<file path="src/rtl/mips_ctrl_pkg.sv">
// rtl/mips_ctrl_pkg.sv - shared state, opcode, funct and ALU codes for the multicycle MIPS control unit
package mips_ctrl_pkg;

   // One state per control step of the multicycle datapath; encodings 12..15 are unreachable
   typedef enum logic [3:0] {
      S_FETCH   = 4'd0,
      S_DECODE  = 4'd1,
      S_MEMADR  = 4'd2,
      S_MEMRD   = 4'd3,
      S_MEMWB   = 4'd4,
      S_MEMWR   = 4'd5,
      S_RTYPEEX = 4'd6,
      S_RTYPEWB = 4'd7,
      S_BEQEX   = 4'd8,
      S_ADDIEX  = 4'd9,
      S_ADDIWB  = 4'd10,
      S_JEX     = 4'd11
   } state_t;

   localparam logic [5:0] OP_LW    = 6'b100011;
   localparam logic [5:0] OP_SW    = 6'b101011;
   localparam logic [5:0] OP_RTYPE = 6'b000000;
   localparam logic [5:0] OP_BEQ   = 6'b000100;
   localparam logic [5:0] OP_ADDI  = 6'b001000;
   localparam logic [5:0] OP_J     = 6'b000010;

   localparam logic [5:0] FN_ADD = 6'b100000;
   localparam logic [5:0] FN_SUB = 6'b100010;
   localparam logic [5:0] FN_AND = 6'b100100;
   localparam logic [5:0] FN_OR  = 6'b100101;
   localparam logic [5:0] FN_SLT = 6'b101010;

   localparam logic [1:0] ALUOP_ADD   = 2'b00;
   localparam logic [1:0] ALUOP_SUB   = 2'b01;
   localparam logic [1:0] ALUOP_FUNCT = 2'b10;

   // ALUControl encoding understood by the ALU
   localparam logic [2:0] ALUCTL_ADD = 3'b010;
   localparam logic [2:0] ALUCTL_SUB = 3'b110;
   localparam logic [2:0] ALUCTL_AND = 3'b000;
   localparam logic [2:0] ALUCTL_OR  = 3'b001;
   localparam logic [2:0] ALUCTL_SLT = 3'b111;

endpackage

</file>
<file path="src/rtl/mips_alu_decoder.sv">
// rtl/mips_alu_decoder.sv - ALUOp/Funct to ALUControl decode with unsupported-funct flag
module mips_alu_decoder
   import mips_ctrl_pkg::*;
(
   input  logic [1:0] aluop,
   input  logic [5:0] funct,
   output logic [2:0] alucontrol,
   output logic       funct_illegal
);

   logic [2:0] funct_ctl;

   // Funct field lookup; unsupported codes fall back to add and raise the flag
   always_comb begin
      funct_ctl     = ALUCTL_ADD;
      funct_illegal = 1'b0;
      case (funct)
         FN_ADD:  funct_ctl = ALUCTL_ADD;
         FN_SUB:  funct_ctl = ALUCTL_SUB;
         FN_AND:  funct_ctl = ALUCTL_AND;
         FN_OR:   funct_ctl = ALUCTL_OR;
         FN_SLT:  funct_ctl = ALUCTL_SLT;
         default: funct_illegal = 1'b1;
      endcase
   end

   // Select the ALU operation; only ALUOp=10 looks at the funct field
   always_comb begin
      case (aluop)
         ALUOP_ADD:   alucontrol = ALUCTL_ADD;
         ALUOP_SUB:   alucontrol = ALUCTL_SUB;
         ALUOP_FUNCT: alucontrol = funct_ctl;
         default:     alucontrol = ALUCTL_ADD;
      endcase
   end

endmodule

</file>
<file path="src/rtl/mips_multicycle_controller.sv">
// rtl/mips_multicycle_controller.sv - Moore control FSM for the multicycle MIPS datapath
module mips_multicycle_controller
   import mips_ctrl_pkg::*;
#(
   parameter bit ADDI_EN = 1'b1,
   parameter bit JUMP_EN = 1'b1
) (
   input  logic       clk,
   input  logic       reset,
   input  logic [5:0] Op,
   input  logic [5:0] Funct,
   input  logic       Zero,
   output logic       IorD,
   output logic       MemWrite,
   output logic       IRWrite,
   output logic       RegDst,
   output logic       MemtoReg,
   output logic       RegWrite,
   output logic       ALUSrcA,
   output logic [1:0] ALUSrcB,
   output logic [2:0] ALUControl,
   output logic [1:0] PCSrc,
   output logic       PCEn,
   output logic       IllegalOp
);

   state_t     state;
   state_t     next_state;
   logic       illegal_dec;
   logic       funct_illegal;
   logic [1:0] aluop;
   logic       memwrite_s;
   logic       irwrite_s;
   logic       regwrite_s;
   logic       pcwrite;
   logic       branch;

   mips_alu_decoder u_alu_decoder (
      .aluop         (aluop),
      .funct         (Funct),
      .alucontrol    (ALUControl),
      .funct_illegal (funct_illegal)
   );

   // State register; reset returns to FETCH immediately, aborting any instruction in flight
   always_ff @(posedge clk or posedge reset) begin
      if (reset)
         state <= S_FETCH;
      else
         state <= next_state;
   end

   // Next-state sequencing; unsupported opcodes and R-type functs go back to FETCH from DECODE
   always_comb begin
      next_state  = S_FETCH;
      illegal_dec = 1'b0;
      case (state)
         S_FETCH:  next_state = S_DECODE;
         S_DECODE: begin
            case (Op)
               OP_LW, OP_SW: next_state = S_MEMADR;
               OP_RTYPE: begin
                  if (funct_illegal) illegal_dec = 1'b1;
                  else               next_state  = S_RTYPEEX;
               end
               OP_BEQ: next_state = S_BEQEX;
               OP_ADDI: begin
                  if (ADDI_EN) next_state  = S_ADDIEX;
                  else         illegal_dec = 1'b1;
               end
               OP_J: begin
                  if (JUMP_EN) next_state  = S_JEX;
                  else         illegal_dec = 1'b1;
               end
               default: illegal_dec = 1'b1;
            endcase
         end
         S_MEMADR:  next_state = (Op == OP_SW) ? S_MEMWR : S_MEMRD;
         S_MEMRD:   next_state = S_MEMWB;
         S_RTYPEEX: next_state = S_RTYPEWB;
         S_ADDIEX:  next_state = S_ADDIWB;
         default:   next_state = S_FETCH;
      endcase
   end

   // Datapath controls decoded from the state alone; unreachable encodings drive everything low
   always_comb begin
      IorD       = 1'b0;
      memwrite_s = 1'b0;
      irwrite_s  = 1'b0;
      RegDst     = 1'b0;
      MemtoReg   = 1'b0;
      regwrite_s = 1'b0;
      ALUSrcA    = 1'b0;
      ALUSrcB    = 2'b00;
      aluop      = ALUOP_ADD;
      PCSrc      = 2'b00;
      pcwrite    = 1'b0;
      branch     = 1'b0;
      case (state)
         S_FETCH: begin
            irwrite_s = 1'b1;
            ALUSrcB   = 2'b01;
            pcwrite   = 1'b1;
         end
         S_DECODE:  ALUSrcB = 2'b11;
         S_MEMADR: begin
            ALUSrcA = 1'b1;
            ALUSrcB = 2'b10;
         end
         S_MEMRD:   IorD = 1'b1;
         S_MEMWB: begin
            MemtoReg   = 1'b1;
            regwrite_s = 1'b1;
         end
         S_MEMWR: begin
            IorD       = 1'b1;
            memwrite_s = 1'b1;
         end
         S_RTYPEEX: begin
            ALUSrcA = 1'b1;
            aluop   = ALUOP_FUNCT;
         end
         S_RTYPEWB: begin
            RegDst     = 1'b1;
            regwrite_s = 1'b1;
         end
         S_BEQEX: begin
            ALUSrcA = 1'b1;
            aluop   = ALUOP_SUB;
            PCSrc   = 2'b01;
            branch  = 1'b1;
         end
         S_ADDIEX: begin
            ALUSrcA = 1'b1;
            ALUSrcB = 2'b10;
         end
         S_ADDIWB:  regwrite_s = 1'b1;
         S_JEX: begin
            PCSrc   = 2'b10;
            pcwrite = 1'b1;
         end
         default: ;
      endcase
   end

   // Write enables are held off for as long as reset is asserted
   assign IRWrite   = irwrite_s & ~reset;
   assign MemWrite  = memwrite_s & ~reset;
   assign RegWrite  = regwrite_s & ~reset;
   assign PCEn      = (pcwrite | (branch & Zero)) & ~reset;
   assign IllegalOp = illegal_dec & ~reset;

endmodule

</file>
<file path="config.mk">
export PLATFORM = sky130hd
export DESIGN_NAME = mips_multicycle_controller
export DESIGN_NICKNAME = d
export VERILOG_FILES = /design/src/rtl/mips_ctrl_pkg.sv /design/src/rtl/mips_alu_decoder.sv /design/src/rtl/mips_multicycle_controller.sv
export SDC_FILE = /design/constraint.sdc
export NUM_CORES = 1
export LEC_CHECK = 0
export CELL_PAD_IN_SITES_DETAIL_PLACEMENT = 0
export CELL_PAD_IN_SITES_GLOBAL_PLACEMENT = 1
export CORE_MARGIN = 10
export CORE_UTILIZATION = 44
export CTS_BUF_LIST = sky130_fd_sc_hd__clkbuf_16
export CTS_CLUSTER_SIZE = 30
export DETAILED_ROUTE_END_ITERATION = 8
export DONT_BUFFER_PORTS = 1
export GPL_TIMING_DRIVEN = 0
export PLACE_DENSITY = 0.74
export SLEW_MARGIN = 20
export SYNTH_ARGS = -nofsm -noshare
export SYNTH_HDL_FRONTEND = slang
export SYNTH_HIERARCHICAL = 1
export SYNTH_SLANG_ARGS = --single-unit
</file>
<file path="constraint.sdc">
create_clock -name clk -period 2.17 [get_ports clk]
set_input_delay 0.3255 -clock clk [delete_from_list [all_inputs] [get_ports clk]]
set_output_delay 0.3255 -clock clk [all_outputs]
set_load 0.01 [all_outputs]
</file>
== After elaboration in Yosys (flattened, before gate mapping) ==
Cells that the tools add are included.

* Output and inout port bits: 16
* Register bits after elaboration: 4

* Mux-type cells: 21
* Reductions and logical operators: 10
* Eq/ne operators: 23
* Bitwise operators: 8

{| class="wikitable"
|+ Operators by type and width
! kind !! count
|-
| 6-bit == test (second input constant) || 7
|-
| 4-bit one-hot mux with 6 select lines || 1
|-
| 4-bit one-hot mux with 5 select lines || 1
|-
| 4-bit by 3-bit == test with 1-bit output (second input constant) || 4
|-
| 4-bit == test (second input constant) || 4
|-
| 3-bit one-hot mux with 4 select lines || 1
|-
| 1-bit two-way mux || 11
|-
| 5-bit OR reduction || 2
|-
| 4-bit by 2-bit == test with 1-bit output (second input constant) || 2
|-
| 2-bit one-hot mux with 2 select lines || 2
|-
| 2-bit OR reduction || 4
|-
| 1-bit AND || 6
|-
| 6-bit by 2-bit == test with 1-bit output (second input constant) || 1
|-
| 6-bit by 3-bit == test with 1-bit output (second input constant) || 1
|-
| 6-bit by 4-bit == test with 1-bit output (second input constant) || 1
|-
| 6-bit logical NOT || 1
|-
| 3-bit two-way mux || 2
|-
| 2-bit one-hot mux with 3 select lines || 1
|-
| 3-bit one-hot mux with 2 select lines || 1
|-
| 4-bit by 1-bit == test with 1-bit output (second input constant) || 1
|-
| 4-bit logical NOT || 1
|-
| 4-bit OR reduction || 1
|-
| 3-bit OR reduction || 1
|-
| 2-bit by 1-bit == test with 1-bit output (second input constant) || 1
|-
| other kinds (4) || 4
|}

== Depth between registers and ports, before layout ==
Gate-level depths: netlist of run 1.

* Word-level depth: 6
* Depth in mapped cells: 6
* Mapped depth without buffers: 6

== Cells and area by module ==
Netlist of run 1, hierarchy kept.

{| class="wikitable"
|+ Modules (own cells, without submodules)
! module !! cells each !! area an instance (µm²) !! times used
|-
| mips_multicycle_controller || 73 || 624.3 || 1
|-
| mips_alu_decoder || 18 || 142.6 || 1
|}

== Worst setup path before layout of run 1 ==
OpenSTA, ideal clock, no wires.

* Kind: reg2out
* From: register state[1]
* To: output ALUControl[2]
* Cell stages (with the launch flop): 7
* Arrival time: 1.790 ns
* Path buffers: 1
* Path slack: 0.055 ns
* Cell sequence: dfrtp_1 > buf_6 > nor4b_1 > inv_1 > ha_1 > nand4bb_1 > o22ai_1

* Longest elaborated chain between the ends: 4
* Elaborated cells on any way between the ends: 6
* Classes of those cells: 4 x eq/ne; 2 x mux

{| class="wikitable"
|+ Ends and longest elaborated chain
! element !! line !! source
|-
| start: declaration || mips_multicycle_controller.sv:27 || <nowiki>state_t state;</nowiki>
|-
| start signal: assignment || mips_multicycle_controller.sv:50 || <nowiki>state <= next_state;</nowiki>
|-
| 4-bit == test / 4-bit by 3-bit == test with 1-bit output (equally long branches) || mips_multicycle_controller.sv:100 || <nowiki>case (state)</nowiki>
|-
| 2-bit one-hot mux with 2 select lines (*) || mips_multicycle_controller.sv:100 ||
|-
| net aluop[0] || mips_multicycle_controller.sv:31 || <nowiki>logic [1:0] aluop;</nowiki>
|-
| 2-bit == test / 2-bit by 1-bit == test with 1-bit output (equally long branches) || mips_alu_decoder.sv:29 || <nowiki>case (aluop)</nowiki>
|-
| 3-bit one-hot mux with 2 select lines (*) || mips_alu_decoder.sv:29 ||
|-
| end: declaration || mips_multicycle_controller.sv:21 || <nowiki>output logic [2:0] ALUControl,</nowiki>
|}

The timed path passes the listed nets; every way through them passes the cells marked *.

== Worst setup path in the final report of run 1 ==
Same ends and word-level chain as after synthesis.

==> metrics.cfg, run 1 <==
[outcome]
outcome = finished clean

[power_and_ir_drop]
seq_power_share_pct = 13.0
comb_power_share_pct = 54.1
p_leak_nw = 0.3695
pwr-share-clk_pct = 32.9
power.total_uw = 886.4
intPower_uw = 561.3
switchingPower_uw = 325.1
peakVddDrop_mv = 0.3615
p_sw_share_pct = 36.68
p_per_area_mw_per_mm2 = 860.8

[sta]
maxSlewViolCount = 0
rsz0062_at_grt = true
setup_tns_ps = 0
finClkSkew_ps = 0.1617
setup_slack_ps = 28.14
fin_crit_sh_pct = 98.70
max_clock_freq_mhz = 466.9
relSlewSlack_pct = 69.81
whs_ps = 310.2
min_period_ps = 2142
worst_pin_slew_ps = 450.2
finalSetupViolCount = 0
final-hold-violation-count = 0

[drt]
drcViolationCount = 0
drt_iter0_markers = 11
vias = 737
first_pass_iters = 4
detail_route.wl_per_cell_um = 18.11
ant_nets = 0
viasPerCell = 6.091
wl_um = 2191

[layout]
drive_above_1_share_pct = 44.23
final_cells = 121
final_common_cell = buf_4
nNetsFinal = 123
area.growth.synth_to_final_pct = 34.26
largest-register = state
final_cell_mix = buf_4, nor3_1, a21oi_1
n_antenna_cell = 0
largest_registers = state (4)
utilization_pct = 60.96
final_area_sq_mm = 0.001030
largest_reg_flops = 4

[place]
hpwl_um = 1515
dp.cells = 108
io_buffers = 0
place_area_sq_um = 788.3
dp_slack_ps = -133.7
place_congestion = 0.7685

[logic_synthesis]
synth_fa_ha_area_share_pct = 4.731
seq_area_frac_synth_pct = 13.05
muxShareOfSynthArea_pct = 1.305
synth.distinct_cells = 49
syn_area_sq_um = 767.0
synth_compound_area_share_pct = 20.39
synth-simple-area-share_pct = 46.00
synth-xor-area-share_pct = 3.426
synth.avg_cell_area_sq_um = 8.428
synthesis.nets = 108
yosysWarnings = 6
async_flop_share_pct = 100.0
ys_ff_latch = 4
netlist_instances = 91
synth-main-ff-cell = dfrtp_1
synth_edf_count = 0
synth_top_family_by_area = simple AND/OR/NAND/NOR gates

[global_route]
grt_pass1_vias = 729
track_usage_pct = 11.99
grt_max_degree = 11
grt_overflow_total = 0
grt_pass1_wl_um = 3408
grt_antenna_before_repair = 0

[worst_setup_path]
crit_path_end_kind = primary output
critPathKind = flop to primary output
cp_data_arrival_time_ps = 1820
path_max_fanout = 6
critPathLaunchType = flop
cp.required_ps = 1840

[die]
io_pins = 31
die_h_um = 61.75
rows = 15
initial_utilization_pct = 45.41
core_area_sq_mm = 0.001689
dieArea_sq_mm = 0.003813
dieWidth_um = 61.75

[clocking]
clk_pin_slew_ps = 30
h-tree-depth = 1
clock_sinks = 4
insertion_delay_ps = 230
clock_path_buffers = 2
root_buffer = clkbuf_16
cts_tree = built
cts_buffers = 3

[hold_path]
hold_path.class = primary input to flop

[job]
max_cap_viol_count = 0

path summary, 6_finish.rpt:
| kind | start | end | slack (ps) | cells after the start |
|---|---|---|---|---|
| worst min register to register | state[3] | state[0] | 640 | 2 |
| min in group asynchronous | reset | state[2] | 440 | 2 |
| worst max register to register | state[0] | state[2] | 960 | 5 |
| worst min-delay path | Op[4] | state[0] | 310 | 3 |
| worst max-delay path | state[1] | ALUControl[2] | 30 | 6 |
| max in group asynchronous | reset | state[0] | 1570 | 2 |
synthesized netlist by cell type (2+ instances only):
| master | n | area [sq um] |
|---|---|---|
| nor3_2 | 2 | 20.02 |
| o21ai_0 | 2 | 10.01 |
| or2_1 | 2 | 12.51 |
| and4b_1 | 2 | 20.02 |
| dfrtp_1 | 4 | 100.1 |
| ha_1 | 2 | 25.02 |
| a21oi_1 | 6 | 30.03 |
| buf_2 | 4 | 20.02 |
| nor2_1 | 5 | 18.77 |
| nand4b_1 | 2 | 17.52 |
| nand3_1 | 2 | 10.01 |
| nor3b_2 | 2 | 25.02 |
| inv_1 | 4 | 15.01 |
| nand2_1 | 3 | 11.26 |
| buf_6 | 3 | 33.78 |
| nor3_1 | 7 | 35.03 |
| xor2_1 | 2 | 17.52 |
| nand4bb_1 | 3 | 33.78 |
| nand2b_1 | 4 | 25.02 |
timing repair:
item,CTS,global route
setup endpoints to repair,3,3
cloned,0,0
resized for setup,13,3
hold endpoints to repair,4,0
setup buffers,4,5
pin swaps,4,2
hold buffers,1,0
area by class of cell:
type                    count  area, sq um
inverters                   5        18.77
multi-input cells          73        653.1
well taps                  17        21.27
plain buffers               9        80.08
clock buffers               3        75.07
repair buffers             10        77.57
flip-flops and latches      4        103.9
fillers                   143        659.4
critical path, cell delays in order (launching register included):
cell       delay, ps
dfrtp_2          400
buf_8            130
nor4b_4          270
inv_1            100
ha_4             250
nand4bb_4        240
o22ai_4          180
kinds of logic (layout without fill, tap and decap cells):
kind of cell	after synthesis	count (layout)
DFF	4	4
buffers and inverters	14	27
and+or+nand+nor	45	45
xor gates and xnor gates	3	3
adders and majority gates	3	3
AOI/OAI and AO/OA	21	21
muxes	1	1
per-layer routing:
layer | wire length, um | track usage, %
met5 | 0 | 0
met4 | 22 | 7.643
met3 | 194 | 2.846
met2 | 1046 | 18.16
met1 | 928 | 14.80
power groups by stage:
stage | registers [mW] | logic (mW) | clock network, mW
global placement | 0.127 | 0.353 | 0
floorplan | 0.121 | 0.301 | 0
detailed placement | 0.128 | 0.355 | 0
global route | 0.119 | 0.516 | 0.302
CTS | 0.112 | 0.427 | 0.298
finish | 0.115 | 0.480 | 0.292
Note: power is estimated with default switching activity, not from simulation.
==> inputs of run 2 (changes only) <==
--- a/config.mk
+++ b/config.mk
@@ -7,7 +7,7 @@
 export LEC_CHECK = 0
 export CELL_PAD_IN_SITES_DETAIL_PLACEMENT = 0
-export CELL_PAD_IN_SITES_GLOBAL_PLACEMENT = 1
+export CELL_PAD_IN_SITES_GLOBAL_PLACEMENT = 2
 export CORE_MARGIN = 10
-export CORE_UTILIZATION = 44
+export CORE_UTILIZATION = 34
 export CTS_BUF_LIST = sky130_fd_sc_hd__clkbuf_16
 export CTS_CLUSTER_SIZE = 30
==> constraint.sdc (replaced) <==
create_clock -name clk -period 2 [get_ports clk]
set_input_delay 0.3 -clock clk [delete_from_list [all_inputs] [get_ports clk]]
set_output_delay 0.3 -clock clk [all_outputs]
set_load 0.005 [all_outputs]
==> run 2 against run 1 <==
Effect of this change: sequential power grew 5%; die area grew 19%; clock skew grew 0.89 ps; register-to-register slack lost 250 ps; power grew 1.2%; critical endpoint is now ALUControl[0]; highest routed layer unchanged; clock-buffer cell count is the same; design area shrank 1.3%; non-clock buffer count shrank 1; critical path type unchanged.
==> metrics.cfg, run 2 (same netlist as run 1, synthesis figures left out) <==
[worst_setup_path]
cp_data_arrival_time_ps = 1700
slowest_delay_ps = 410
cp_cell_sequence = buf_8, nor4b_4, inv_2, ha_4, nand4bb_4, a21oi_2
critical-path-top-delay-family = simple AND/OR/NAND/NOR gates
cp.required_ps = 1700
critical_path_buf_inv_count = 2
critPathKind = flop to primary output
path_max_fanout = 4
critPathSlowestCell = dfrtp_2
critPathLaunchType = flop
crit_path_end_kind = primary output

[layout]
nNetsFinal = 122
n_antenna_cell = 0
drive_above_1_share_pct = 43.69
largest_reg_flops = 4
largest-register = state
final_cell_mix = buf_4, nor3_1, a21oi_1
largest_registers = state (4)
final_common_cell = buf_4
final_area_sq_mm = 0.001016
fill_cells = 213
area.growth.synth_to_final_pct = 32.46

[global_route]
grt_pass1_wl_um = 3829
grt_overflow_total = 0
track_usage_pct = 10.82
grt_antenna_before_repair = 0
grt_pass1_vias = 793
grt_max_degree = 11

[clocking]
clock_sinks = 4
root_buffer = clkbuf_16
cts_tree = built
h-tree-depth = 1
clk_pin_slew_ps = 30
clock_path_buffers = 2
cts_buffers = 3
insertion_delay_ps = 220

[drt]
ant_nets = 0
wl_um = 2373
first_pass_iters = 4
detail_route.wl_per_cell_um = 18.11
viasPerCell = 5.740
drt_iter0_markers = 31
vias = 752
drcViolationCount = 0

[sta]
maxSlewViolCount = 0
min_period_ps = 1996
finClkSkew_ps = 1.049
setup_slack_ps = 4.142
setup_tns_ps = 0
worst_pin_slew_ps = 339.4
relSlewSlack_pct = 77.18
fin_crit_sh_pct = 99.79
rsz0062_at_grt = true
final-hold-violation-count = 0
max_clock_freq_mhz = 501.0
finalSetupViolCount = 0
whs_ps = 286.9

[place]
dp_slack_ps = -112.7
hpwl_um = 1635
io_buffers = 0
place_area_sq_um = 808.3
place_congestion = 0.7509

[power_and_ir_drop]
peakVddDrop_mv = 0.3210
p_per_area_mw_per_mm2 = 882.6
p_leak_nw = 0.3659

[die]
rows = 17
dieArea_sq_mm = 0.004556
io_pins = 31
die_h_um = 67.50
dieWidth_um = 67.50
initial_utilization_pct = 35.35
core_area_sq_mm = 0.002170

[job]
max_cap_viol_count = 0

[hold_path]
hold_path.class = primary input to flop

[outcome]
outcome = finished clean

## run 2: final cells by class
class / count / area [sq um] / area share, %
inverters: 5 / 18.77 / 1.847
flip-flops and latches: 4 / 102.6 / 10.10
well taps: 28 / 35.03 / 3.448
clock buffers: 3 / 75.07 / 7.389
multi-input cells: 73 / 638.1 / 62.81
repair buffers: 9 / 70.07 / 6.897
plain buffers: 9 / 76.32 / 7.512
## run 2: path summary, 6_finish.rpt
kind | cells after the start | to | start | slack, ps
max | 6 | ALUControl[0] | state[1] | 4
min | 3 | state[0] | Op[4] | 290
min reg2reg | 2 | state[0] | state[3] | 630
max reg2reg | 5 | state[3] | state[2] | 710
min in group asynchronous | 2 | state[2] | reset | 410
max in group asynchronous | 2 | state[0] | reset | 1420
## run 2: routing by layer
metal	routed length, um	GRT usage, %	up-vias	share of wire, %
met2	1050	17.14	37	44
li1	-	-	367	-
met1	1060	12.99	346	45
met3	240	2.645	2	10
met5	0	0	-	0
met4	21	6.154	0	0.88
## run 2: stage by stage
stage | utilization [%] | std cells | power [mW]
6_report | 46.83 | 131 | 0.8967
3_3_place_gp | 37.25 | 119 | 0.5038
5_1_grt | 46.83 | 131 | 0.9594
4_1_cts | 46.83 | 131 | 0.9029
2_1_floorplan | - | 91 | 0.4400
3_5_place_dp | 37.25 | 119 | 0.5093
## run 2: worst min-delay path, stage by stage
cell and delay [ps]:
nor3_2 40, nand3_1 70, a221oi_2 60
## run 2: timing repair
item / in CTS / in global routing
endpoints found under the setup margin: 3 / 3
hold endpoints to repair: 4 / 0
pin swaps: 3 / 0
buffers inserted: 8 / 0
hold buffers: 1 / 0
resized for setup: 12 / 0
## run 2: where the power goes
group / switching [mW] / total [mW] / internal [mW]
clock: 0.0538 / 0.309 / 0.255
combinational: 0.251 / 0.467 / 0.216
sequential: 0.0172 / 0.121 / 0.104
==> inputs of run 3 (changes only) <==
CELL_PAD_IN_SITES_DETAIL_PLACEMENT = default   (was 0)
CELL_PAD_IN_SITES_GLOBAL_PLACEMENT = default   (was 2)
CORE_UTILIZATION = 45   (was 34)
PLACE_DENSITY = 0.57   (was 0.74)
SYNTH_HIERARCHICAL = default   (was 1)
==> run 3 against run 2 <==
Effect of this change: the run now ends with setup timing left; sequential share of layout area up 2.0 points; register-to-register slack worse by 200 ps; wire length down 24%; worst hold slack worse by 39 ps; design area down 19%; sequential power up 12%; via count down 13%; clock-buffer cell count unchanged; final cell count down 15%; synthesized cell count down 1.1%; non-clock buffer count down 9; combinational power down 8.8%.
==> metrics.cfg, run 3 <==
[power_and_ir_drop]
peakVddDrop_mv = 0.4704
p_leak_nw = 0.3127
p_per_area_mw_per_mm2 = 1048

[layout]
nNetsFinal = 117
fill_cells = 129
multiInputGateArea_sq_um = 533.0
final_common_cell = nor2_1
area.growth.synth_to_final_pct = 29.41
final_area_sq_um = 825.8
largest-register = state
final_cells = 112
register_area_sq_um = 100.1
drive_above_1_share_pct = 26.80
largest_registers = state (4)
final_cell_mix = nor2_1, inv_1, nor3_1
largest_reg_flops = 4
utilization_pct = 62.68
n_antenna_cell = 0

[sta]
whs_ps = 248.1
fin_crit_sh_pct = 100.4
relSlewSlack_pct = 67.05
setup_slack_ps = -8.761
rsz0062_at_grt = true
finalSetupViolCount = 1
final-hold-violation-count = 0
max_clock_freq_mhz = 497.8
min_period_ps = 2009
worst_pin_slew_ps = 494.3
maxSlewViolCount = 0
finClkSkew_ps = 1.070

[worst_setup_path]
rr_startpoint = state[2]
critPathLaunchType = flop
cp_cell_sequence = nand2b_4, or3_4, ha_4, inv_2, a211o_1
critical-path-top-delay-family = simple AND/OR/NAND/NOR gates
cp.required_ps = 1700
crit_path_end_kind = primary output
slowest_delay_ps = 420
cp_data_arrival_time_ps = 1710
critPathSlowestCell = or3_4
critical_path_buf_inv_count = 1
path_max_fanout = 4
critPathLaunch = state[2]
critPathKind = flop to primary output

[place]
place_area_sq_um = 656.9
place_congestion = 0.7723
io_buffers = 0
dp.cells = 105
hpwl_um = 1417
dp_slack_ps = -39.89

[logic_synthesis]
syn_area_sq_um = 638.1
netlist_instances = 90
synth.distinct_cells = 39
seq_area_frac_synth_pct = 15.69
netlist.area_leader.share_pct = 15.69
yosys.area.top_type = dfrtp_1
yosysMostFrequentCell = nor2_1
ys_ff_latch = 4
synthesis.nets = 108
yosysWarnings = 0
async_flop_share_pct = 100.0
synth.avg_cell_area_sq_um = 7.090
synth_edf_count = 0
synthTopCellsByArea = dfrtp_1, nor2_1, ha_1
synth-main-ff-cell = dfrtp_1
synth_commonest_cells = nor2_1, inv_1, nor3_1, nand2_1, nor2b_1

[drt]
drcViolationCount = 0
first_pass_iters = 4
wl_um = 1798
ant_nets = 0
viasPerCell = 5.848
drt_iter0_markers = 11
detail_route.wl_per_cell_um = 16.05
vias = 655

[die]
die_h_um = 57.66
io_pins = 31
dieWidth_um = 57.66
rows = 13
initial_utilization_pct = 48.43
core_area_sq_mm = 0.001318
dieArea_sq_mm = 0.003324

[clocking]
clock_path_buffers = 2
insertion_delay_ps = 220
h-tree-depth = 1
root_buffer = clkbuf_16
clk_pin_slew_ps = 30
cts_tree = built
clock_sinks = 4
cts_buffers = 3

[global_route]
gr-max-usage-layer = met2
grt_overflow_total = 0
grt_antenna_before_repair = 0
track_usage_pct = 10.50
grt_use_met3_pct = 4.575
grt_max_degree = 11
grtUsageMet2_pct = 15.34
use_met1_pct = 13.51
grt_pass1_vias = 647
grt_pass1_wl_um = 2953

[job]
max_cap_viol_count = 0

[hold_path]
hold_path.class = primary input to flop
holdCritStartpoint = Op[4]

[outcome]
outcome = finished, violations left
violations = setup timing

-- run 3: per-layer routing --
layer	share of wire, %	up-vias	wire length, um
li1	-	340	-
met1	45	287	805
met2	44	28	791
met3	11	0	202
met4	0	0	0
met5	0	-	0
-- run 3: path summary, 6_finish.rpt --
path / end / slack (ps) / cells after the start
hold reg to reg: state[1] / 660 / 2
hold / removal: state[1] / 250 / 2
setup / recovery: ALUControl[1] / -9 / 5
max in group asynchronous: state[1] / 1430 / 2
setup reg to reg: state[1] / 510 / 4
min in group asynchronous: state[2] / 420 / 2
-- run 3: through the flow --
stage                     power (mW)  TNS, ps
after global routing          0.9316   -59.80
after CTS                     0.8458   -23.65
final                         0.8655   -8.761
after floorplan               0.4238        0
after global placement        0.4964   -29.74
after detailed placement      0.4951   -39.89
-- run 3: kinds of logic (layout without fill, tap and decap cells) --
group                    Yosys count  in the layout  share of synthesized area (%)
AND/OR/NAND/NOR                   45             45                          37.26
AO/OA/AOI/OAI                     20             20                          27.06
flip-flops                         4              4                          15.69
buffers and inverters             14             21                          8.431
XOR/XNOR                           3              3                          4.118
adder cells (fa/ha/maj)            4              4                          7.452
-- run 3: layout make-up --
type / instances / area share, %
multi-input cells: 72 / 64.55
inverters: 9 / 4.091
well taps: 15 / 2.273
clock buffers: 3 / 9.091
repair buffers: 4 / 3.939
plain buffers: 5 / 3.939
flip-flops and latches: 4 / 12.12
-- run 3: where the power goes --
group | switching [mW] | internal [mW]
clock network | 0.0494 | 0.255
logic | 0.241 | 0.185
registers | 0.0296 | 0.105
-- run 3: what timing repair did --
action,4_1_cts,5_1_grt
pin swaps,1,0
hold buffers,1,0
endpoints found under the setup margin,3,5
buffers inserted,2,1
cloned,0,0
gates resized for setup,8,8
hold endpoints to repair,4,0
